[src/rtl/cpu_types_pkg.sv]
// Shared types for the memory arbiter: RAM status codes, arbiter states and the machine word.
// Latency: n/a (types only).
// Backpressure: n/a (types only).
package cpu_types_pkg;

    localparam int WORD_W = 32;

    typedef logic [WORD_W-1:0] word_t;

    // Encoding is fixed by the RAM model's status port.
    typedef enum logic [1:0] {
        FREE   = 2'd0,
        BUSY   = 2'd1,
        ACCESS = 2'd2,
        ERROR  = 2'd3
    } ramstate_t;

    typedef enum logic [1:0] {
        IDLE  = 2'd0,
        GNT_I = 2'd1,
        GNT_D = 2'd2
    } arb_state_t;

endpackage

[src/rtl/mem_arbiter_starve_counter.sv]
// Saturating streak counter: counts consecutive dcache grants taken while icache waits.
// Latency: at_limit reflects the count registered on the previous edge.
// Backpressure: none; inc and clr are single-cycle strobes, clr has priority.
//
// Ports: CLK/RST clock and async active-high reset, inc/clr strobes,
//        at_limit high once the count has reached LIMIT.
module starve_counter #(
    parameter int LIMIT = 4
) (
    input  logic CLK,
    input  logic RST,
    input  logic inc,
    input  logic clr,
    output logic at_limit
);

    localparam int CW = $clog2(LIMIT + 1);

    logic [CW-1:0] cnt;

    always_ff @(posedge CLK or posedge RST) begin
        if (RST) begin
            cnt <= '0;
        end else if (clr) begin
            cnt <= '0;
        end else if (inc && (cnt != CW'(LIMIT))) begin
            cnt <= cnt + 1'b1;
        end
    end

    assign at_limit = (cnt == CW'(LIMIT));

endmodule

[src/rtl/mem_arbiter.sv]
// Arbitrates one single-port RAM between icache and dcache; dcache wins unless icache is starved.
// Latency: 2 cycles minimum (grant edge, then the RAM ACCESS cycle); one IDLE cycle between transactions.
// Backpressure: requesters hold request/address while their wait is high; wait drops for the completion cycle only.
//
// Ports: CLK/RST clock and async active-high reset; iREN/iaddr -> iwait/iload icache side;
//        dREN/dWEN/daddr/dstore -> dwait/dload dcache side; ramREN/ramWEN/ramaddr/ramstore/
//        ramload/ramstate RAM side. Defining MEM_ARBITER_STATS_EN adds i_grants, d_grants
//        and i_stall_cycles (32-bit wrapping counters).
module mem_arbiter
    import cpu_types_pkg::*;
#(
    parameter int STARVE_LIMIT = 4,
    parameter int ADDR_W       = 32,
    parameter int DATA_W       = 32
) (
    input  logic              CLK,
    input  logic              RST,
    input  logic              iREN,
    input  logic [ADDR_W-1:0] iaddr,
    output logic              iwait,
    output logic [DATA_W-1:0] iload,
    input  logic              dREN,
    input  logic              dWEN,
    input  logic [ADDR_W-1:0] daddr,
    input  logic [DATA_W-1:0] dstore,
    output logic              dwait,
    output logic [DATA_W-1:0] dload,
    output logic              ramREN,
    output logic              ramWEN,
    output logic [ADDR_W-1:0] ramaddr,
    output logic [DATA_W-1:0] ramstore,
    input  logic [DATA_W-1:0] ramload,
    input  logic [1:0]        ramstate
`ifdef MEM_ARBITER_STATS_EN
    ,
    output word_t             i_grants,
    output word_t             d_grants,
    output word_t             i_stall_cycles
`endif
);

    arb_state_t        state;
    arb_state_t        next_state;
    ramstate_t         rs;
    logic              dreq;
    logic              grant_d;
    logic              grant_i;
    logic              starved;
    logic              i_done;
    logic              d_done;
    logic [ADDR_W-1:0] addr_q;
    logic [DATA_W-1:0] store_q;
    logic              wr_q;

    assign rs   = ramstate_t'(ramstate);
    assign dreq = dREN | dWEN;

    // State register.
    always_ff @(posedge CLK or posedge RST) begin
        if (RST) begin
            state <= IDLE;
        end else begin
            state <= next_state;
        end
    end

    // Next state and grant decisions. ERROR drops back to IDLE so the
    // still-held request is simply re-arbitrated.
    always_comb begin
        next_state = state;
        grant_d    = 1'b0;
        grant_i    = 1'b0;
        case (state)
            IDLE: begin
                if (dreq && !(iREN && starved)) begin
                    next_state = GNT_D;
                    grant_d    = 1'b1;
                end else if (iREN) begin
                    next_state = GNT_I;
                    grant_i    = 1'b1;
                end
            end
            GNT_I, GNT_D: begin
                if ((rs == ACCESS) || (rs == ERROR)) begin
                    next_state = IDLE;
                end
            end
            default: next_state = IDLE;
        endcase
    end

    // Request capture at grant time; RAM-side signals come only from these.
    always_ff @(posedge CLK or posedge RST) begin
        if (RST) begin
            addr_q  <= '0;
            store_q <= '0;
            wr_q    <= 1'b0;
        end else if (grant_d) begin
            addr_q  <= daddr;
            store_q <= dstore;
            wr_q    <= dWEN;
        end else if (grant_i) begin
            addr_q  <= iaddr;
            wr_q    <= 1'b0;
        end
    end

    // Streak only grows while icache is actually waiting behind dcache.
    starve_counter #(
        .LIMIT (STARVE_LIMIT)
    ) u_starve (
        .CLK      (CLK),
        .RST      (RST),
        .inc      (grant_d & iREN),
        .clr      ((grant_d & ~iREN) | grant_i),
        .at_limit (starved)
    );

    assign i_done = (state == GNT_I) && (rs == ACCESS);
    assign d_done = (state == GNT_D) && (rs == ACCESS);

    // Output decode.
    always_comb begin
        ramREN   = 1'b0;
        ramWEN   = 1'b0;
        ramaddr  = '0;
        ramstore = '0;
        iwait    = ~i_done;
        dwait    = ~d_done;
        iload    = '0;
        dload    = '0;
        case (state)
            GNT_I: begin
                ramREN  = 1'b1;
                ramaddr = addr_q;
                if (i_done) begin
                    iload = ramload;
                end
            end
            GNT_D: begin
                ramREN   = ~wr_q;
                ramWEN   = wr_q;
                ramaddr  = addr_q;
                ramstore = store_q;
                if (d_done && !wr_q) begin
                    dload = ramload;
                end
            end
            default: ;
        endcase
    end

`ifdef MEM_ARBITER_STATS_EN
    always_ff @(posedge CLK or posedge RST) begin
        if (RST) begin
            i_grants       <= '0;
            d_grants       <= '0;
            i_stall_cycles <= '0;
        end else begin
            if (i_done) begin
                i_grants <= i_grants + 1'b1;
            end
            if (d_done) begin
                d_grants <= d_grants + 1'b1;
            end
            if (iREN && iwait) begin
                i_stall_cycles <= i_stall_cycles + 1'b1;
            end
        end
    end
`endif

endmodule

[config.mk]
export PLATFORM = sky130hd
export DESIGN_NAME = mem_arbiter
export DESIGN_NICKNAME = d
export VERILOG_FILES = /design/src/rtl/cpu_types_pkg.sv /design/src/rtl/mem_arbiter_starve_counter.sv /design/src/rtl/mem_arbiter.sv
export SDC_FILE = /design/constraint.sdc
export NUM_CORES = 1
export LEC_CHECK = 0
export CAP_MARGIN = 15
export CORE_MARGIN = 3
export CORE_UTILIZATION = 37
export DETAILED_ROUTE_END_ITERATION = 10
export MAX_ROUTING_LAYER = met4
export PLACE_DENSITY = 0.81
export SLEW_MARGIN = 20
export SYNTH_ARGS = -nofsm -noshare
export SYNTH_HDL_FRONTEND = slang
export SYNTH_SLANG_ARGS = --single-unit
[constraint.sdc]
create_clock -name CLK -period 3.06 [get_ports CLK]
set_input_delay 0.612 -clock CLK [delete_from_list [all_inputs] [get_ports CLK]]
set_output_delay 0.612 -clock CLK [all_outputs]
set_load 0.02 [all_outputs]
==> flow_metrics.tcl <==
set metrics [dict create \
    placementRows 38 \
    synth_top_area_share_pct 41.4 \
    max_clock_freq_mhz 338 \
    routed_wirelength_microns 15100 \
    port_buffers 266 \
    fp.dieH_microns 113 \
    power_density_nw_per_um2 1010 \
    start_util_pct 38.5 \
    multiplexer_area_fraction_after_synthesis_pct 9.94 \
    layout.core_utilization_pct 66.6 \
    floorplan.io_pins 267 \
    clk-insertion-delay-late_ns 0.32 \
    ys_dominant_reg_cell "sky130_fd_sc_hd__dfrtp_1" \
    rsz0062_at_grt "false" \
    layout-drive-gt1-share_pct 9.94 \
    grt_pass1_vias 4225 \
    fin_crit_sh_pct 96.6 \
    worstMarginPinSlew_ns 0.541 \
    type_of_the_worst_setup_path "primary input to output pin" \
    cts_tree "built" \
    ys_seq_area_share_pct 41.4 \
    number_of_synthesized_register_bits 70 \
    multi_input_comb_area_sq_um 2190 \
    holdWs_ns 0.484 \
    worst-r2r-cell-count 6 \
    post_synth_xor_area_fraction_pct 0 \
    final_net_count 829 \
    hold-path-endpoint "store_q[1]" \
    critical_path.startpoint_type "primary input" \
    number_of_synthesized_flops_with_an_enable_pin 0 \
    detail_route.first_pass.iterations 6 \
    clock_tree.htree_level_count 3 \
    worst_ep_arrival_time_ns 2.34 \
    cts_root_buf "sky130_fd_sc_hd__clkbuf_16" \
    first_pass_grt_wire_length_microns 23200 \
    yosysWarnings 0 \
    initialDrtViolationCount 373 \
    post_cts_hold_buffer_count 0 \
    slew_headroom_pct 64.0 \
    post-dp-hpwl_microns 11700 \
    finalCriticalPeriod_ns 2.96 \
    synthesized_net_count 586 \
    clock_pin_transition_on_the_worst_setup_and_hold_timing_paths_ns 0.06 \
    worstHoldStart "store_q[1]" \
    register_area_sq_um 1750 \
    synthToLayoutAreaGrowth_pct 72.8 \
    r2r-end "store_q[27]" \
    finalMaxSlewViolations 0 \
    report.final.setup_viol 0 \
    globalplace.congestion 0.929 \
    post_synth_and_or_nand_nor_area_fraction_pct 29.0 \
    dieArea_sq_um 12800 \
    timing.final.hold_violations 0 \
    grt_overflow_total 0 \
    cts.repair_timing.setup_buffer_count 0 \
    yosys.area.top_type "sky130_fd_sc_hd__dfrtp_1" \
    worstHoldPathCells 1 \
    synthesized_area_fraction_occupied_by_ao_oa_aoi_and_oai_cells_pct 11.3 \
    netlist_top_cells_count "sky130_fd_sc_hd__dfrtp_1, sky130_fd_sc_hd__and2_1, sky130_fd_sc_hd__and3_1" \
    yosys.area_share.adder_pct 1.48 \
    fillerInstances 892 \
    p_leak_nw 3.12 \
    synth_area_sq_um 4230 \
    grt_start_max_net_pins 67 \
    data_required_time_of_the_worst_path_ns 2.45 \
    cts-resized-gates 0 \
    setup_total_negative_slack_ns 0 \
    synthCells 446 \
    route.antenna.remaining_nets 0 \
    antenna_found_initial 1 \
    drc 0 \
    min_path_type "flop to flop" \
    vias_per_cell 5.20 \
    synth.most_common_cell "sky130_fd_sc_hd__dfrtp_1" \
    critical_path_peak_fanout 66 \
    ir_worst_vdd_mv 0.600 \
    clk_path_buf_depth 2 \
    postSynth.asyncResetShare_pct 100 \
    timing.rr.start "state[0]" \
    max_cap_violations 0 \
    status "finished clean" \
    dieWidth_microns 113 \
    ys_types 36 \
    post_drt_wl_per_cell_microns 18.1 \
    num_vias 4342 \
    num_clock_sinks 70 \
    timing.reg2reg.setup_slack_ns 0.89 \
    core-area_sq_um 11000 \
    grt_util_all_layers_pct 23.5 \
    synth_top_family_by_area "simple AND/OR/NAND/NOR gates" \
    synthTopCellsByArea "sky130_fd_sc_hd__dfrtp_1, sky130_fd_sc_hd__and2_1, sky130_fd_sc_hd__and3_1" \
    timing.critical_path.to_type "output pin" \
    avgSynthCellArea_sq_um 9.48 \
    cts_inserted_buffers 9 \
    fin_worst_skew_ns 0.00476 \
]
-- state kept, by name, summed over array words and instances, names as in the netlist --
signal,cells
state,2
wr_q,1
store_q,32
addr_q,32
u_starve.cnt,3
-- worst max path at each step --
stage                 from         to  slack (ns)  cells past startpoint
2_1_floorplan          RST  addr_q[0]        0.68                      1
3_3_place_gp   ramstate[1]   dload[9]        0.14                      5
3_5_place_dp   ramstate[1]   dload[9]        0.12                      5
4_1_cts        ramstate[1]   dload[9]        0.12                      5
5_1_grt        ramstate[1]   dload[9]        0.04                      5
6_report       ramstate[1]   dload[9]        0.10                      5
-- per-stage QoR --
stage	power, mW	worst slack [ns]	instances	instance area, sq um
after floorplan	4.34	0.680	446	4230
final	7.35	0.104	835	7310
after detailed placement	6.09	0.122	818	6940
after global placement	6.01	0.139	818	6940
after CTS	7.41	0.119	834	7310
after global routing	7.80	0.0421	835	7310
-- placed cells by master (no fill, tap or decap), drive strengths merged, types with 4 or more instances in the layout --
cell / netlist / layout
dfrtp: 70 / 70
nand4: 32 / 32
inv: 7 / 7
and3: 65 / 65
mux2: 32 / 32
clkdlybuf4s50: 0 / 266
and2: 66 / 66
nor2: 34 / 34
buf: 16 / 14
o21ai: 34 / 34
a31oi: 32 / 32
bufinv: 0 / 4
ha: 5 / 5
clkbuf: 32 / 10
-- where the power goes --
part	internal, mW	switching (mW)
logic	2.13	2.31
clock network	0.899	0.383
registers	1.40	0.220
total	4.43	2.91
-- per-layer routing --
layer	global-route usage, %	vias to the layer above	wire [microns]
met5	-	-	0
met4	8.41	0	305
met3	3.37	19	949
met2	42.6	189	8220
met1	26.2	2057	5640
li1	-	2077	-
-- worst max-delay path, stage by stage --
cell	delay, ns
sky130_fd_sc_hd__clkdlybuf4s50_1	0.47
sky130_fd_sc_hd__nor2b_2	0.18
sky130_fd_sc_hd__buf_12	0.22
sky130_fd_sc_hd__and3_1	0.18
sky130_fd_sc_hd__clkdlybuf4s50_1	0.64
-- cells by family after synthesis --
group,after synthesis
AO/OA/AOI/OAI,78
adder cells (fa/ha/maj),5
buffers and inverters,55
flip-flops,70
multiplexers,32
AND/OR/NAND/NOR,206
-- area by class of cell --
type	instances	area share, %
diodes	1	0.0342
clock buffers	10	3.27
clock inverters	6	1.81
inverters	7	0.359
multi-input cells	321	30.0
flip-flops and latches	70	24.0
well taps	140	2.40
repair buffers	280	38.2
No activity file was read; power rests on OpenSTA's default activity.
